==> config.mk <==
export PLATFORM = sky130hd
export DESIGN_NAME = serial_adder_ctrl_flat
export DESIGN_NICKNAME = d
export VERILOG_FILES = /design/src/rtl/serial_adder_ctrl_pkg.sv /design/src/rtl/serial_adder_ctrl_if.sv /design/src/rtl/serial_adder_ctrl_full_adder_bit.sv /design/src/rtl/serial_adder_ctrl.sv /design/src/flat_wrapper.sv
export SDC_FILE = /design/constraint.sdc
export NUM_CORES = 1
export LEC_CHECK = 0
export CAP_MARGIN = 5
export CORE_MARGIN = 2
export CORE_UTILIZATION = 50
export DETAILED_ROUTE_END_ITERATION = 7
export GPL_TIMING_DRIVEN = 0
export PLACE_DENSITY = 0.79
export SLEW_MARGIN = 5
export SYNTH_ARGS = -nofsm -noshare
export SYNTH_HDL_FRONTEND = slang
export SYNTH_SLANG_ARGS = --single-unit
==> constraint.sdc <==
create_clock -name clk -period 1.91 [get_ports clk]
set_input_delay 0.2865 -clock clk [delete_from_list [all_inputs] [get_ports clk]]
set_output_delay 0.2865 -clock clk [all_outputs]
set_load 0.02 [all_outputs]
==> src/rtl/serial_adder_ctrl_pkg.sv <==
// Shared types and constants for the bit-serial adder controller.
// Imported by the interface, the adder cell and the controller.
package serial_adder_ctrl_pkg;

    localparam int DEF_WIDTH = 8;

    typedef enum logic [1:0] {
        S_IDLE = 2'd0,
        S_ADD  = 2'd1,
        S_DONE = 2'd2
    } state_t;

    function automatic int cnt_w(input int w);
        return (w < 2) ? 1 : $clog2(w);
    endfunction

endpackage

==> src/rtl/serial_adder_ctrl_if.sv <==
// Start/done handshake and operand/result bundle of the serial adder.
// master = requester, slave = the adder controller.
interface serial_adder_ctrl_if
    import serial_adder_ctrl_pkg::*;
#(
    parameter int WIDTH = DEF_WIDTH
);

    logic             start;
    logic [WIDTH-1:0] a;
    logic [WIDTH-1:0] b;
    logic             cin;
    logic             ready;
    logic             busy;
    logic [WIDTH-1:0] sum;
    logic             cout;
    logic             overflow;
    logic             done;

    modport master (
        output start, a, b, cin,
        input  ready, busy, sum, cout, overflow, done
    );

    modport slave (
        input  start, a, b, cin,
        output ready, busy, sum, cout, overflow, done
    );

endinterface

==> src/rtl/serial_adder_ctrl_full_adder_bit.sv <==
// Shared 1-bit full-adder cell: two half-adder stages plus an OR.
module full_adder_bit (
    input  logic a,
    input  logic b,
    input  logic ci,
    output logic s,
    output logic co
);

    logic p;
    logic g1;
    logic g2;

    assign p  = a ^ b;
    assign g1 = a & b;
    assign s  = p ^ ci;
    assign g2 = p & ci;
    assign co = g1 | g2;

endmodule

==> src/rtl/serial_adder_ctrl.sv <==
// Bit-serial adder controller: adds two WIDTH-bit operands LSB-first
// through one shared full-adder cell, one bit per cycle.
module serial_adder_ctrl
    import serial_adder_ctrl_pkg::*;
#(
    parameter int WIDTH = DEF_WIDTH
) (
    input logic               clk,
    input logic               rst,
    serial_adder_ctrl_if.slave bus
);

    localparam int CW = cnt_w(WIDTH);

    state_t           state_q;
    state_t           state_d;
    logic [CW-1:0]    cnt_q;
    logic [WIDTH-1:0] a_q;
    logic [WIDTH-1:0] b_q;
    logic [WIDTH-1:0] res_q;
    logic             carry_q;
    logic             cmsb_q;
    logic [WIDTH-1:0] sum_q;
    logic             cout_q;
    logic             ovf_q;
    logic             done_q;
    logic             s;
    logic             cn;
    logic             last;

    full_adder_bit u_fa (
        .a  (a_q[0]),
        .b  (b_q[0]),
        .ci (carry_q),
        .s  (s),
        .co (cn)
    );

    assign last = (cnt_q == CW'(WIDTH - 1));

    always_comb begin
        state_d = state_q;
        case (state_q)
            S_IDLE:  if (bus.start) state_d = S_ADD;
            S_ADD:   if (last) state_d = S_DONE;
            S_DONE:  state_d = S_IDLE;
            default: state_d = S_IDLE;
        endcase
    end

    always_ff @(posedge clk or posedge rst) begin
        if (rst) begin
            state_q <= S_IDLE;
        end else begin
            state_q <= state_d;
        end
    end

    always_ff @(posedge clk or posedge rst) begin
        if (rst) begin
            cnt_q   <= '0;
            a_q     <= '0;
            b_q     <= '0;
            res_q   <= '0;
            carry_q <= 1'b0;
            cmsb_q  <= 1'b0;
            sum_q   <= '0;
            cout_q  <= 1'b0;
            ovf_q   <= 1'b0;
            done_q  <= 1'b0;
        end else begin
            done_q <= 1'b0;
            case (state_q)
                S_IDLE: begin
                    if (bus.start) begin
                        a_q     <= bus.a;
                        b_q     <= bus.b;
                        carry_q <= bus.cin;
                        cnt_q   <= '0;
                    end
                end
                S_ADD: begin
                    a_q     <= a_q >> 1;
                    b_q     <= b_q >> 1;
                    res_q   <= {s, res_q[WIDTH-1:1]};
                    carry_q <= cn;
                    // carry into the MSB is kept for the overflow flag
                    if (last) cmsb_q <= carry_q;
                    else      cnt_q  <= cnt_q + CW'(1);
                end
                S_DONE: begin
                    sum_q  <= res_q;
                    cout_q <= carry_q;
                    ovf_q  <= cmsb_q ^ carry_q;
                    done_q <= 1'b1;
                end
                default: ;
            endcase
        end
    end

    assign bus.ready    = (state_q == S_IDLE);
    assign bus.busy     = (state_q == S_ADD) || (state_q == S_DONE);
    assign bus.sum      = sum_q;
    assign bus.cout     = cout_q;
    assign bus.overflow = ovf_q;
    assign bus.done     = done_q;

endmodule

==> src/flat_wrapper.sv <==
// flat-port wrapper written by rule: the top's interface ports become plain ports
module serial_adder_ctrl_flat import serial_adder_ctrl_pkg::*;
#(
    parameter int WIDTH = DEF_WIDTH
)
  (clk, rst, bus_start, bus_a, bus_b, bus_cin, bus_ready, bus_busy, bus_sum, bus_cout, bus_overflow, bus_done);
  serial_adder_ctrl_if #(.WIDTH(WIDTH)) bus_i ();
  input logic clk;
  input logic rst;
  input wire logic [$bits(bus_i.start)-1:0] bus_start;
  input wire logic [$bits(bus_i.a)-1:0] bus_a;
  input wire logic [$bits(bus_i.b)-1:0] bus_b;
  input wire logic [$bits(bus_i.cin)-1:0] bus_cin;
  output wire logic [$bits(bus_i.ready)-1:0] bus_ready;
  output wire logic [$bits(bus_i.busy)-1:0] bus_busy;
  output wire logic [$bits(bus_i.sum)-1:0] bus_sum;
  output wire logic [$bits(bus_i.cout)-1:0] bus_cout;
  output wire logic [$bits(bus_i.overflow)-1:0] bus_overflow;
  output wire logic [$bits(bus_i.done)-1:0] bus_done;
  assign bus_i.start = bus_start;
  assign bus_i.a = bus_a;
  assign bus_i.b = bus_b;
  assign bus_i.cin = bus_cin;
  assign bus_ready = bus_i.ready;
  assign bus_busy = bus_i.busy;
  assign bus_sum = bus_i.sum;
  assign bus_cout = bus_i.cout;
  assign bus_overflow = bus_i.overflow;
  assign bus_done = bus_i.done;
  serial_adder_ctrl #(.WIDTH(WIDTH)) u_core (.clk(clk), .rst(rst), .bus(bus_i));
endmodule
## Word level (Yosys, flattened, before mapping)

Cells that the tools add are included.

- Flip-flop bits (word level): 42
- Latch bits: 0
- Bits in writable memories: 0
- Memory bits (read-only): 0
- Bits of input ports: 20
- Output and inout port bits: 13
- Logic and storage cells: 44
- Memories kept: 0

- Add/subtract/negate cells: 1
- $mul: 0
- Divide/modulo/power cells: 0
- Order comparisons: 0
- Eq/ne operators: 6
- Shift-type cells: 0
- Multiplexer cells: 13
- Bitwise operators: 6
- Reductions and logical operators: 7

Operators with widths:

| operator | number |
|---|---|
| $pmux W8 S2 | 2 |
| $mux W8 | 2 |
| $mux W3 | 2 |
| $pmux W3 S2 | 1 |
| $reduce_and A2 Y1 | 3 |
| $mux W2 | 2 |
| $ne A2 B2 Y1 const B | 2 |
| $pmux W2 S2 | 1 |
| $add A3 B1 Y3 const B | 1 |
| $eq A3 B3 Y1 const B | 1 |
| $reduce_and A3 Y1 | 1 |
| $xor A1 B1 Y1 | 3 |
| $and A1 B1 Y1 | 2 |
| $eq A2 B1 Y1 const B | 1 |
| $eq A2 B2 Y1 const B | 1 |
| $logic_not A2 Y1 | 1 |
| $mux W1 | 2 |
| $ne A2 B1 Y1 const B | 1 |
| $pmux W1 S2 | 1 |
| $reduce_bool A2 Y1 | 1 |
| $logic_or A1 B1 Y1 | 1 |
| $or A1 B1 Y1 | 1 |

## Depth between registers and ports, before layout

- Depth in word-level cells: 4
- Mapped depth: 6
- Gate-level depth less buffers: 5

## Modules after synthesis

A second synthesis with hierarchy kept.

- Cell total of the unflattened synthesis: 151
- Area, all modules: 1883.1 µm²

Modules (own cells, without submodules):

| module | times used | cells an instance | area an instance (µm²) | seq. area each (µm²) |
|---|---|---|---|---|
| serial_adder_ctrl | 1 | 150 | 1863.0 | 1051.0 |
| full_adder_bit | 1 | 1 | 20.0 | 0.0 |

## Worst setup path after synthesis

No wires, ideal clock.

- Path kind: flip-flop to flip-flop
- Start point: register u_core.state_q[0]
- End point: register u_core.a_q[3]
- Setup time: 123 ps
- Arrival time: 1572 ps
- Path slack: 215 ps
- Stages on the path, launching flop included: 7
- Buffers on the path: 1
- Cells stage by stage: dfrtp_1 inv_1 ha_1 mux2i_1 buf_2 nand2b_1 o221a_2

- Word-level cells in the longest chain between the ends: 3

RTL lines:

| item | RTL line | text |
|---|---|---|
| start, declared | serial_adder_ctrl.sv:15 | `state_t state_q;` |
| start signal, assigned | serial_adder_ctrl.sv:55 | `state_q <= state_d;` |
| $logic_not A2 Y1 * | n/a |  |
| named net bus_ready | flat_wrapper.sv:14 | `output wire logic [$bits(bus_i.ready)-1:0] bus_ready;` |
| $ne A2 B2 Y1 (no source line) or $reduce_bool A2 Y1 (tied branches) | n/a |  |
| $reduce_and A2 Y1 (no source line) | n/a |  |
| end signal, assigned | serial_adder_ctrl.sv:76 | `a_q <= bus.a;` |
| end signal, assigned | serial_adder_ctrl.sv:83 | `a_q <= a_q >> 1;` |
| end, declared | serial_adder_ctrl.sv:18 | `logic [WIDTH-1:0] a_q;` |

The timed path passes the listed nets; every way through them passes the cells marked *.
A chain may end at the register's enable or synchronous reset.

## Final worst setup path

- Start point: register u_core.state_q[0]
- End point: output port bus_ready

- Word-level cells in the longest chain between the ends: 1

RTL lines:

| item | RTL line | text |
|---|---|---|
| $logic_not A2 Y1 | serial_adder_ctrl.sv:102 | `assign bus.ready = (state_q == S_IDLE);` |
| end, declared | flat_wrapper.sv:14 |  |

No other way between the ends.

==> results.md <==
- Sequential share of the synthesized area: 53.7%
- R2R cell count: 5
- Worst-skew pair later-pin latency: 0.30 ns
- Worst Tran Pin Value: 0.845 ns
- Initial core utilization: 52.7%
- # diodes: 0
- Comb pwr share: 48.9%
- Final hold vios: 0
- Slew headroom: 43.6%
- DR vias/cell: 5.49
- Hold path depth: 3
- Core Box Area: 3720 um2
- Most common cell after layout, fill and taps aside: dfrtp_1
- Psw: 1.55 mW
- Synth Instances: 152
- Placement row count: 22
- Gpl congestion: 0.811
- Hold Crit Class: in2reg
- Max-capacitance violation count: 0
- VDD IR max: 0.000964 V
- Setup repair bufs after CTS: 0
- Status: finished, final reports clean
- Top cells by area, synth: dfrtp_1 54%, mux2_2 10%, o221a_2 6.3%
- RSZ-0062 raised after global routing: false
- Area Overhead vs Synth: 24.0%
- Total Power: 4.32 mW
- Initial antenna violation count: 0
- Distinct cell type count of the synthesized netlist: 27
- Final Util: 65.3%
- Clock sink total: 42
- Reg power frac: 37.2%
- Setup Skew: 0.00692 ns
- Reg-to-Reg End: u_core.res_q[0]$_DFFE_PP0N_
- Synthesized area: 1960 um2
- Share of cells above drive strength 1: 28.3%
- Post-route insts no fill: 239
- DRT antenna net count: 0
- Via count: 1312
- P_leak: 1.03 nW
- Max-slew violation count: 0
- Pre-Repair DR Iteration Count: 4
- Worst setup SP type: register
- Hold endpoint: u_core.cnt_q[2]$_DFFE_PP0P_
- Inserted Clock Buffers: 5
- Clock root cell: clkbuf_8
- Worst Path Buf+Inv: 2
- I/O pins: 33
- Setup-failing EPs final: 0
- Crit Path Class: reg2out
- WP data required: 1.62 ns
- Initial DRC count: 64
- Total Die Area: 4430 um2
- Hold path startpoint: bus_start
- CTS tree: done
- Largest net degree at the start of global routing: 43
- Die span in y: 66.6 um
- Grt ovf: 0
- Most frequent cells in the layout: 42 x dfrtp_1, 29 x clkdlybuf4s50_1, 18 x mux2_2, 17 x nand2b_1, 11 x o221a_2
- IO Port Bufs: 31
- Vias in the first global route: 1315
- Flop2flop setup slack: 0.15 ns
- Reg-to-reg startpoint: u_core.state_q[1]$_DFFE_PP0P_
- GRT Util Overall: 18.6%
- H-tree depth: 2
- Cells along the critical path: inv_1, ha_2, dlygate4sd2_1
- Ys flop type: dfrtp_1
- Clock period minus worst slack: 1.78 ns
- Hold WS: 0.384 ns
- Die Width: 66.6 um
- DRT Wirelength: 3.67 mm
- Power Internal: 2.78 mW
- Synth Area per Inst: 12.9 um2
- Clock network fraction of total power: 13.9%
- Yosys reg bits: 42
- DP Cell Count: 231
- Power density cells: 1780 nW/um2
- Post-synth top area share: 53.7%
- Switch share: 35.8%
- # nets final: 218
- Arr. time, crit path: 1.49 ns
- Post-route DRC violation count: 0
- Wire per inst: 15.4 um
- Clock edge transition at the registers on the reported setup and hold paths: 0.08 ns
- CP max stage cell: dfrtp_1
- Post-synth EDFFs: 0
- Yosys warnings: 0
- Max Freq: 563 MHz
- Area leader, netlist: dfrtp_1
- Final period util: 93.0%
- Hold_buf cts: 0
- Worst path top cell family by delay: buffers and inverters
- CP endpoint kind: primary output
- Async S/R FF share, synth: 100%
- Setup TNS: 0 ns
- DP HPWL: 2.59 mm
- Mapped Nets: 180
- Max Fanout on Critical Path: 8
- Crit-path max cell delay: 0.43 ns
- First-pass GRT wire length: 6.06 mm
- CTS max path bufs: 2
==> final cells by class <==
class                           count  area [um2]
Clock buffer                        6        82.6
Clock inverter                      2        12.5
Inverter                            3        11.3
Timing Repair Buffer               31         308
Buffer                              9        57.6
Fill cell                         303        1290
Multi-Input combinational cell     98         845
Tap cell                           48        60.1
Sequential cell                    42        1050
==> Yosys cell counts (all sizes together) (2+ instances only) <==
cell type and count:
a22o 2, inv 3, ha 7, nand2 5, a221o 4, o221a 11
a31oi 2, nor2b 6, dfrtp 42, nor2 2, nand3 5, a21oi 6
buf 9, o21ai 4, nand2b 17, mux2 20
==> state kept, by name (all words and copies together), names as in the netlist <==
signal	cells
u_core.a_q	8
u_core.b_q	8
u_core.bus.sum	8
u_core.res_q	8
u_core.cnt_q	3
u_core.state_q	2
u_core.bus.cout	1
u_core.bus.done	1
u_core.bus.overflow	1
u_core.carry_q	1
u_core.cmsb_q	1
==> worst max-delay path by stage <==
| stage | from | end | slack [ns] | cells after the start |
|---|---|---|---|---|
| 2_1_floorplan | u_core.state_q[0]$_DFFE_PP0P_ | u_core.a_q[3]$_DFFE_PP0P_ | 0.21 | 6 |
| 3_3_place_gp | rst | u_core.state_q[0]$_DFFE_PP0P_ | -0.14 | 2 |
| 3_5_place_dp | u_core.state_q[1]$_DFFE_PP0P_ | u_core.b_q[3]$_DFFE_PP0P_ | 0.10 | 6 |
| 4_1_cts | u_core.state_q[1]$_DFFE_PP0P_ | u_core.a_q[3]$_DFFE_PP0P_ | 0.14 | 6 |
| 5_1_grt | u_core.state_q[0]$_DFFE_PP0P_ | u_core.a_q[5]$_DFFE_PP0P_ | 0.03 | 6 |
| 6_report | u_core.state_q[0]$_DFFE_PP0P_ | bus_ready | 0.13 | 3 |
==> stage by stage <==
stage               worst slack (ns)  area [um2]
floorplan                      0.215        1960
global placement              -0.142        2330
detailed placement             0.104        2330
CTS                            0.144        2420
global route                  0.0292        2430
finish                         0.135        2430
==> power by group through the flow <==
stage	sequential [mW]	combinational [mW]	clock, mW
floorplan	1.69	1.41	0
global placement	1.59	2.05	0
detailed placement	1.63	2.12	0
CTS	1.61	2.12	0.608
global route	1.66	2.31	0.644
finish	1.61	2.11	0.600
==> repair_timing <==
action                                  CTS  global route
gates resized for setup                   3             1
hold endpoints to repair                  0             0
endpoints found under the setup margin    2             8
==> worst min-delay path, delay by kind of cell <==
kind	cells	cell delay (ns)
compound gates	2	0.20
buf+inv	1	0.16
==> cells by family (layout without fill, tap and decap cells) <==
group,count (synthesis),in the layout,share of synthesized area [%]
xor gates and xnor gates,1,1,0.447
adders and majority gates,8,8,5.50
muxes,21,21,12.4
AOI/OAI and AO/OA,31,31,13.3
buffers and inverters,12,51,3.51
and+or+nand+nor,37,37,11.2
DFF,42,42,53.7
==> per-layer routing <==
| metal | vias up | GRT usage [%] | share of wire, % |
|---|---|---|---|
| met1 | 652 | 21.9 | 45 |
| met2 | 30 | 31.1 | 48 |
| met3 | 7 | 6.08 | 4.7 |
| li1 | 623 | - | - |
| met5 | - | 0 | 0 |
| met4 | 0 | 7.65 | 1.7 |
Note: power is estimated with default switching activity, not from simulation.
